--- config.mk ---
export PLATFORM = sky130hd
export DESIGN_NAME = instr_prefetch_queue_flat
export DESIGN_NICKNAME = d
export VERILOG_FILES = /design/src/rtl/instr_prefetch_queue_if.sv /design/src/rtl/instr_prefetch_queue.sv /design/src/flat_wrapper.sv
export SDC_FILE = /design/constraint.sdc
export NUM_CORES = 1
export LEC_CHECK = 0
export CORE_UTILIZATION = 25
export CTS_CLUSTER_SIZE = 25
export DETAILED_ROUTE_END_ITERATION = 6
export PLACE_DENSITY_LB_ADDON = 0.1
export SYNTH_ARGS = -nofsm -noshare
export SYNTH_HDL_FRONTEND = slang
export SYNTH_SLANG_ARGS = --single-unit
--- constraint.sdc ---
create_clock -name CLK -period 3.05 [get_ports CLK]
set_input_delay 0.61 -clock CLK [delete_from_list [all_inputs] [get_ports CLK]]
set_output_delay 0.61 -clock CLK [all_outputs]
set_load 0.05 [all_outputs]
--- src/rtl/instr_prefetch_queue_if.sv ---
// -----------------------------------------------------------------------------
// instr_prefetch_queue_if
// Instruction-memory request/response bus between the prefetch queue (master)
// and the instruction memory (slave).
//
// Signals:
//   imem_req    master->slave  request valid
//   imem_addr   master->slave  16-bit word address of the request
//   imem_gnt    slave->master  request accepted this cycle
//   imem_rvalid slave->master  response valid (responses return in request order)
//   imem_rdata  slave->master  16-bit instruction word
//
// Handshake: a request transfers on a rising edge where imem_req && imem_gnt.
// imem_addr is stable while imem_req is high. imem_gnt is ignored when imem_req
// is low. Responses have no back-pressure: each imem_rvalid cycle carries one
// response, in the same order the requests were granted.
// -----------------------------------------------------------------------------
interface instr_prefetch_queue_if;
  logic        imem_req;
  logic [15:0] imem_addr;
  logic        imem_gnt;
  logic        imem_rvalid;
  logic [15:0] imem_rdata;

  modport master (
    output imem_req,
    output imem_addr,
    input  imem_gnt,
    input  imem_rvalid,
    input  imem_rdata
  );

  modport slave (
    input  imem_req,
    input  imem_addr,
    output imem_gnt,
    output imem_rvalid,
    output imem_rdata
  );
endinterface

--- src/rtl/instr_prefetch_queue.sv ---
// -----------------------------------------------------------------------------
// instr_prefetch_queue
// Instruction fetch front end feeding the IF/ID stage. Issues sequential word
// fetches to instruction memory, queues the in-order responses as {PC, inst}
// pairs in a DEPTH-entry FIFO and presents the head to decode. A redirect
// flushes the queue and discards responses still in flight.
//
// Parameters:
//   DEPTH     FIFO entries (power of two, 2..16)
//   RESET_PC  first fetch address after reset
//   MAX_OUTST maximum outstanding imem requests (1..DEPTH)
//
// Ports:
//   CLK, RST_N   clock (rising edge), asynchronous active-low reset
//   stall        decode not accepting this cycle
//   redirect     kill/redirect, redirect_pc is the new fetch target
//   imem         instruction-memory bus (master modport)
//   inst_valid   head entry valid toward IF/ID
//   inst_out     head instruction, 16'h0000 when not valid
//   pc_out       PC of head instruction, 16'h0000 when not valid
//   dbg_state_o  current FSM state (0 IDLE, 1 RUN, 2 FLUSH)
//
// Optional feature macro: PREFETCH_BYPASS_EN. When defined, a response that
// arrives while the FIFO is empty and decode is accepting is presented on the
// outputs in the same cycle instead of being written to the FIFO.
// -----------------------------------------------------------------------------
module instr_prefetch_queue #(
  parameter int          DEPTH     = 4,
  parameter logic [15:0] RESET_PC  = 16'h0000,
  parameter int          MAX_OUTST = 2
) (
  input  logic                          CLK,
  input  logic                          RST_N,
  input  logic                          stall,
  input  logic                          redirect,
  input  logic [15:0]                   redirect_pc,
  instr_prefetch_queue_if.master        imem,
  output logic                          inst_valid,
  output logic [15:0]                   inst_out,
  output logic [15:0]                   pc_out,
  output logic [1:0]                    dbg_state_o
);

  localparam int AW = (DEPTH > 1) ? $clog2(DEPTH) : 1;
  localparam int CW = AW + 1;
  localparam logic [CW-1:0] DEPTH_C = CW'(DEPTH);
  localparam logic [CW-1:0] MAXO_C  = CW'(MAX_OUTST);

  typedef enum logic [1:0] {
    ST_IDLE  = 2'd0,
    ST_RUN   = 2'd1,
    ST_FLUSH = 2'd2
  } state_e;

  state_e        state_q, state_d;
  logic [15:0]   fetch_pc_q, fetch_pc_d;
  logic [15:0]   tail_pc_q, tail_pc_d;
  logic [CW-1:0] count_q, count_d;
  logic [CW-1:0] outst_q, outst_d;
  logic [CW-1:0] drop_q, drop_d;
  logic [AW-1:0] wr_ptr_q, wr_ptr_d;
  logic [AW-1:0] rd_ptr_q, rd_ptr_d;
  logic [31:0]   mem_q [DEPTH];

  logic          running;
  logic          resp;
  logic          grant;
  logic          fifo_valid;
  logic          pop;
  logic          push;
  logic          bypass;
  logic [CW:0]   credit_sum;

  assign running    = (state_q == ST_RUN);
  assign resp       = imem.imem_rvalid;
  assign credit_sum = {1'b0, count_q} + {1'b0, outst_q};

  // Credit rule: every outstanding request already owns a FIFO slot, so the
  // queue can never overflow no matter how long decode stalls.
  assign imem.imem_req  = running && !redirect && (outst_q < MAXO_C) &&
                          (credit_sum < {1'b0, DEPTH_C});
  assign imem.imem_addr = fetch_pc_q;
  assign grant          = imem.imem_req && imem.imem_gnt;

  // Redirect kills the head in the same cycle so decode never consumes a
  // wrong-path instruction.
  assign fifo_valid = running && !redirect && (count_q != '0);

`ifdef PREFETCH_BYPASS_EN
  assign bypass = running && (count_q == '0) && resp && !stall && !redirect;
`else
  assign bypass = 1'b0;
`endif

  assign pop  = fifo_valid && !stall;
  assign push = running && resp && !redirect && !bypass;

  assign inst_valid  = fifo_valid || bypass;
  assign dbg_state_o = state_q;

  always_comb begin
    inst_out = 16'h0000;
    pc_out   = 16'h0000;
    if (fifo_valid) begin
      {pc_out, inst_out} = mem_q[rd_ptr_q];
    end else if (bypass) begin
      pc_out   = tail_pc_q;
      inst_out = imem.imem_rdata;
    end
  end

  always_comb begin
    state_d    = state_q;
    fetch_pc_d = fetch_pc_q;
    tail_pc_d  = tail_pc_q;
    count_d    = count_q;
    drop_d     = drop_q;
    wr_ptr_d   = wr_ptr_q;
    rd_ptr_d   = rd_ptr_q;
    // The outstanding count follows the bus in every state; responses that
    // are dropped still retire a request.
    outst_d    = outst_q + CW'(grant) - CW'(resp);

    if (redirect) begin
      fetch_pc_d = redirect_pc;
      tail_pc_d  = redirect_pc;
      count_d    = '0;
      wr_ptr_d   = '0;
      rd_ptr_d   = '0;
      // Everything still in flight after this cycle belongs to the old path.
      drop_d     = outst_d;
      state_d    = (outst_d != '0) ? ST_FLUSH : ST_RUN;
    end else begin
      case (state_q)
        ST_IDLE: begin
          state_d = ST_RUN;
        end
        ST_RUN: begin
          if (grant) fetch_pc_d = fetch_pc_q + 16'd1;
          if (push || bypass) tail_pc_d = tail_pc_q + 16'd1;
          if (push) wr_ptr_d = wr_ptr_q + AW'(1);
          if (pop) rd_ptr_d = rd_ptr_q + AW'(1);
          count_d = count_q + CW'(push) - CW'(pop);
        end
        ST_FLUSH: begin
          if (resp) drop_d = drop_q - CW'(1);
          if (drop_d == '0) state_d = ST_RUN;
        end
        default: begin
          state_d = ST_IDLE;
        end
      endcase
    end
  end

  always_ff @(posedge CLK or negedge RST_N) begin
    if (!RST_N) begin
      state_q    <= ST_IDLE;
      fetch_pc_q <= RESET_PC;
      tail_pc_q  <= RESET_PC;
      count_q    <= '0;
      outst_q    <= '0;
      drop_q     <= '0;
      wr_ptr_q   <= '0;
      rd_ptr_q   <= '0;
    end else begin
      state_q    <= state_d;
      fetch_pc_q <= fetch_pc_d;
      tail_pc_q  <= tail_pc_d;
      count_q    <= count_d;
      outst_q    <= outst_d;
      drop_q     <= drop_d;
      wr_ptr_q   <= wr_ptr_d;
      rd_ptr_q   <= rd_ptr_d;
    end
  end

  // Storage needs no reset: an entry is only read after it has been written.
  always_ff @(posedge CLK) begin
    if (push) mem_q[wr_ptr_q] <= {tail_pc_q, imem.imem_rdata};
  end

  // A push into a full queue without a pop would overwrite the head entry.
  a_no_overflow: assert property (@(posedge CLK) disable iff (!RST_N)
    !(push && !pop && (count_q == DEPTH_C)));

  // Memory must not answer a request that was never granted.
  a_no_spurious_resp: assert property (@(posedge CLK) disable iff (!RST_N)
    !(resp && (outst_q == '0)));

endmodule

--- src/flat_wrapper.sv ---
// flat-port wrapper written by rule: the top's interface ports become plain ports
module instr_prefetch_queue_flat 
#(
  parameter int          DEPTH     = 4,
  parameter logic [15:0] RESET_PC  = 16'h0000,
  parameter int          MAX_OUTST = 2
)
  (CLK, RST_N, stall, redirect, redirect_pc, inst_valid, inst_out, pc_out, dbg_state_o, imem_imem_req, imem_imem_addr, imem_imem_gnt, imem_imem_rvalid, imem_imem_rdata);
  instr_prefetch_queue_if imem_i ();
  input  logic CLK;
  input  logic RST_N;
  input  logic stall;
  input  logic redirect;
  input  logic [15:0] redirect_pc;
  output logic inst_valid;
  output logic [15:0] inst_out;
  output logic [15:0] pc_out;
  output logic [1:0] dbg_state_o;
  output wire logic [$bits(imem_i.imem_req)-1:0] imem_imem_req;
  output wire logic [$bits(imem_i.imem_addr)-1:0] imem_imem_addr;
  input wire logic [$bits(imem_i.imem_gnt)-1:0] imem_imem_gnt;
  input wire logic [$bits(imem_i.imem_rvalid)-1:0] imem_imem_rvalid;
  input wire logic [$bits(imem_i.imem_rdata)-1:0] imem_imem_rdata;
  assign imem_imem_req = imem_i.imem_req;
  assign imem_imem_addr = imem_i.imem_addr;
  assign imem_i.imem_gnt = imem_imem_gnt;
  assign imem_i.imem_rvalid = imem_imem_rvalid;
  assign imem_i.imem_rdata = imem_imem_rdata;
  instr_prefetch_queue #(.DEPTH(DEPTH), .RESET_PC(RESET_PC), .MAX_OUTST(MAX_OUTST)) u_core (.CLK(CLK), .RST_N(RST_N), .stall(stall), .redirect(redirect), .redirect_pc(redirect_pc), .imem(imem_i), .inst_valid(inst_valid), .inst_out(inst_out), .pc_out(pc_out), .dbg_state_o(dbg_state_o));
endmodule
# Word-level counts from Yosys, hierarchy flattened
# Memory sizes are Yosys's and may differ from the RTL's.
# Index checks and enable logic that the tools add are counted.
dict set report totals {
  n_memories 1
  register_bits 47
  ramBits 128
  word_cells 75
  out_inout_bits 52
}
dict set report op_classes {
  n_eq_ne 4
  n_mux 27
  order_cmp 2
  n_reduce_logical 23
  add_sub_neg 10
}
# memory words width read_ports rd_clocked_by_memory_dff wr line_no
set mem_list {}
lappend mem_list {u_core.mem_q 4 32 1 0 1 instr_prefetch_queue.sv:63} ;# logic [31:0] mem_q [DEPTH];
# op count
set ops {}
lappend ops {{two-way mux 16 bit} 8}
lappend ops {{adder 16 x 1 -> 16 bit (second input constant)} 2}
lappend ops {{two-way mux 3 bit} 7}
lappend ops {{two-way mux 2 bit} 9}
lappend ops {{nonzero test 2 bit} 5}
lappend ops {{logical AND 1 bit} 8}
lappend ops {{AND reduction 2 bit} 4}
lappend ops {{adder 3 x 1 -> 3 bit} 2}
lappend ops {{case mux 2 bit (3 select lines)} 1}
lappend ops {{nonzero test 3 bit} 2}
lappend ops {{subtractor 3 x 1 -> 3 bit} 2}
lappend ops {{adder 2 x 1 -> 2 bit (second input constant)} 2}
lappend ops {{adder 3 x 3 -> 4 bit} 1}
lappend ops {{< comparator 4 x 3 -> 1 bit (second input constant)} 1}
lappend ops {{zero test 3 bit} 1}
lappend ops {{< comparator 3 x 2 -> 1 bit (second input constant)} 1}
lappend ops {{!= test 3 x 2 -> 1 bit (second input constant)} 1}
lappend ops {{subtractor 3 x 1 -> 3 bit (second input constant)} 1}
lappend ops {{== test 2 x 1 -> 1 bit (second input constant)} 1}
lappend ops {{== test 2 bit (second input constant)} 1}
lappend ops {{zero test 1 bit} 2}
lappend ops {{zero test 2 bit} 1}
lappend ops {{two-way mux 1 bit} 2}
lappend ops {{!= test 2 bit (second input constant)} 1}

# Longest topological paths before layout
dict set report logic_depth {
  ltp_word 10
  mapped_depth 12
  ltp_nobuf 12
}

# Worst setup path after synthesis
# Ideal clock, no wire load.
dict set report synth_timing {
  path_kind {input to register}
  from {input redirect}
  to {register u_core.count_q[2]}
  required_time_ps 2972
  cell_stages 11
  path_buffers 1
  setup_time_ps 78
  arrival_ps 2817
  setup_slack_ps 155
  path_cell_list {buf_2 -> or3b_1 -> nor3_1 -> ha_1 -> inv_1 -> ha_1 -> inv_1 -> fa_1 -> xnor2_1 -> or3_1 -> a21oi_1}
}
dict set report synth_between {
  elab_chain_cells 7
}
# element line_no
set synth_lines {}
lappend synth_lines {{start, declared} flat_wrapper.sv:13} ;# input logic redirect;
lappend synth_lines {{branches (longest 7 deep; another with adder 3 x 1 -> 3 bit)} --}
lappend synth_lines {{end signal, assigned} instr_prefetch_queue.sv:170} ;# count_q <= count_d;
lappend synth_lines {{end, declared} instr_prefetch_queue.sv:58} ;# logic [CW-1:0] count_q, count_d;
# Several ways; the timed one is not identified. The select of a mux whose other input is x is not followed.
# A chain may end at the register's enable or synchronous reset.

# Final worst setup path
dict set report layout_timing {
  from {input redirect}
  to {output inst_out[5]}
}
dict set report layout_between {
  elab_chain_cells 4
}
# element line_no
set layout_lines {}
lappend layout_lines {{zero test 1 bit} instr_prefetch_queue.sv:87} ;# assign fifo_valid = running && !redirect && (count_q != '0);
lappend layout_lines {{logical AND 1 bit (2 in series)} instr_prefetch_queue.sv:87}
lappend layout_lines {{two-way mux 16 bit} instr_prefetch_queue.sv:104} ;# if (fifo_valid) begin
lappend layout_lines {{end, declared} flat_wrapper.sv:16} ;# output logic [15:0] inst_out;
# No other way between the ends.

==> results_dict.tcl <==
set metrics [dict create \
    min_path_type "in -> async" \
    ys_top_cells_by_area "edfxtp_1 (50%), dfrtp_1 (15%), mux4_2 (9.4%)" \
    timing.rr.start "u_core.dbg_state_o[1]" \
    drtIter0Drc 229 \
    crit_chain "clkdlybuf4s50_1 -> buf_4 -> nor3b_4 -> or2b_1 -> buf_12 -> nor2b_1 -> buf_12" \
    initial_core_util 0.2555 \
    tightest_slew_ns 0.7217 \
    ys_warn_count 0 \
    synth_ff_type "edfxtp_1" \
    sw_frac_of_total 0.2626 \
    pin_count 90 \
    p_leak_nw 3.492 \
    use_met1 0.1610 \
    cts_tree "done" \
    critical_path_required_ns 2.44 \
    seqPwrFrac 0.475 \
    grt_use_met2 0.1936 \
    final_util 0.3389 \
    clockBufferDepth 2 \
    async_flop_share 0.2686 \
    clk_pin_slew_ns 0.07 \
    syn_area_sq_mm 0.007634 \
    ys_seq_area_frac 0.6576 \
    fill_cells 2894 \
    timing.rr.end "u_core.count_q[2]" \
    die_area_sq_mm 0.03124 \
    clock_latency_ns 0.42 \
    first_global_vias 4952 \
    r2r_setup_slack_ns 0.39 \
    areaGrowthSynthToFinish_pct 32.65 \
    outcome "complete, no violations" \
    worstSetupPathType "in -> out" \
    slew_violations 0 \
    path_common_cell "buf_12" \
    grt-busiest-layer "met2" \
    cts.repair.resized 0 \
    yosysUniqueCellTypes 54 \
    drc_errors 0 \
    synth_edf_count 128 \
    vias 4646 \
    num_antenna_cells 0 \
    min_period_over_period 0.9603 \
    start_kind "input port" \
    clock_skew_ns 0.008776 \
    setup_viol 0 \
    placementRows 63 \
    cts.sink_count 175 \
    synthTopCellsByCount "edfxtp_1 (128), dfrtp_1 (47), nor2b_1 (33)" \
    wl_per_cell_um 17.64 \
    end_kind "output pin" \
    critical_path.top_delay_family "buffers and inverters" \
    die_w_um 176.7 \
    synth-seq-cells 175 \
    wirelength_um 17940 \
    root_buffer "clkbuf_16" \
    cts_hold_buf 0 \
    firstDrtPassIters 4 \
    core_sq_mm 0.02987 \
    cts_setup_buffers 0 \
    worst_path_max_delay_cell "clkdlybuf4s50_1" \
    io_buffers 89 \
    crit_buf_inv 4 \
    antenna_found_initial 0 \
    syn_inst 504 \
    pwr_density_cell_mw_per_mm2 589.7 \
    ir_drop_mv 0.3972 \
    yosys.area.top_type_share 0.5035 \
    fin_crit_ns 2.929 \
    yosysMostFrequentCell "edfxtp_1" \
    p_clk_frac 0.380 \
    yosysTopAreaCell "edfxtp_1" \
    dp_hpwl_um 11380 \
    hold_viol_final 0 \
    reg2regPathDepth 10 \
    worstPathArrival_ns 2.32 \
    p_int_mw 4.403 \
    relSlewSlack 0.5125 \
    final_nets 669 \
    avgViaCountPerCell 4.568 \
    grt_max_degree 37 \
    htreeDepth 4 \
    drv_cap 0 \
    p_comb_frac 0.145 \
    slowest_delay_ns 0.44 \
    grt_pass1_wl_um 28260 \
    antenna_left 0 \
    drive_gt1_frac 0.2201 \
    switchingPower_mw 1.568 \
    clock.fmax_ghz 0.3414 \
    avgSynthCellArea_sq_um 15.15 \
    crit_fanout 33 \
    use_met3 0.03114 \
    die_h_um 176.7 \
    cts_buffers 17 \
    grt-ovfl-total 0 \
    place_congestion 0.7176 \
    syn-num-nets 558 \
    grt.total_usage 0.1216 \
    finalPower_mw 5.971 \
]
==> cell families after synthesis <==
family          Yosys count  synth area share
xor+xnor                 19           0.02180
flops                   175            0.6576
simple gates            153            0.1175
fa+ha+maj                16           0.02819
mux                      37            0.1013
compound gates           57           0.04835
buf+inv                  47           0.02524
==> final cells by class <==
class / instances / area [sq um] / area share
sequential: 175 / 5021 / 0.4959
multi-input combinational: 282 / 2431 / 0.2401
timing repair buffer: 113 / 1481 / 0.1463
tap: 390 / 488.0 / 0.04819
clock buffer: 18 / 429.2 / 0.04238
clock inverter: 13 / 177.7 / 0.01755
inverter: 26 / 97.59 / 0.009638
==> worst register-to-register path, delay by kind of cell (launching register included) <==
kind	cells	cell delay, ns
AOI/OAI and AO/OA	1	0.17
xor gates and xnor gates	1	0.15
and+or+nand+nor	3	0.96
buffers and inverters	2	0.12
DFF	1	0.38
adders and majority gates	3	0.81
==> power groups by stage <==
stage / clock network [mW] / registers (mW) / logic (mW)
after floorplan: 0 / 2.98 / 0.408
after global placement: 0 / 2.87 / 0.861
after detailed placement: 0 / 2.89 / 0.872
after CTS: 2.34 / 2.84 / 0.879
after global routing: 2.43 / 2.86 / 0.949
final: 2.27 / 2.84 / 0.868
==> per-layer routing <==
metal | wire (um) | vias to the layer above
met5 | 0 | -
met4 | 249 | 0
met3 | 916 | 18
met2 | 8423 | 125
met1 | 8350 | 2365
li1 | - | 2138
==> state kept, by name, indices dropped and copies added, names as in the netlist <==
signal / flops
u_core.drop_q: 3
u_core.tail_pc_q: 16
u_core.outst_q: 3
u_core.dbg_state_o: 2
u_core.wr_ptr_q: 2
u_core.rd_ptr_q: 2
u_core.imem.imem_addr: 16
u_core.count_q: 3
u_core.mem_q: 128
==> stage by stage <==
stage	hold slack, ns	cells	TNS, ns	area (sq um)	setup WS [ns]
floorplan	0.3144	504	0	7634	0.1550
global placement	0.5446	986	-0.1703	9514	-0.1703
detailed placement	0.5555	986	-0.3828	9514	-0.3051
CTS	0.1582	1017	0	10120	0.1041
global route	0.1926	1017	-0.001291	10130	-0.001291
finish	0.1485	1017	0	10130	0.1210
==> placed cells by master (no fill, tap or decap), types with 3 or more instances in the layout <==
cell type / instances
edfxtp_1: 128
clkdlybuf4s50_1: 54
dfrtp_1: 46
buf_12: 40
nor2b_1: 33
mux4_2: 32
inv_1: 25
nand2_1: 22
nor2_1: 20
buf_4: 18
clkbuf_16: 17
o21ai_0: 16
xnor2_1: 14
ha_1: 14
nand3_1: 11
nor3_1: 10
a21oi_1: 9
nand4_1: 8
a31oi_1: 8
or4_1: 6
nor4_1: 6
xor2_1: 5
and3_1: 5
or3_1: 5
inv_6: 5
and2_2: 4
o211ai_1: 4
and4_1: 4
mux2i_1: 3
a211oi_1: 3
o21bai_1: 3
or2_2: 3
bufinv_16: 3
==> how the worst max path moves through the flow <==
| stage | from | to | slack (ns) | cells past startpoint |
|---|---|---|---|---|
| 3_3_place_gp | redirect | u_core.count_q[2] | -0.17 | 11 |
| 3_5_place_dp | redirect | u_core.count_q[2] | -0.31 | 11 |
| 4_1_cts | redirect | pc_out[9] | 0.10 | 7 |
| 2_1_floorplan | redirect | u_core.count_q[2] | 0.15 | 11 |
| 6_report | redirect | inst_out[5] | 0.12 | 7 |
| 5_1_grt | redirect | u_core.count_q[2] | -0.001 | 11 |
No activity file was read; power rests on OpenSTA's default activity.
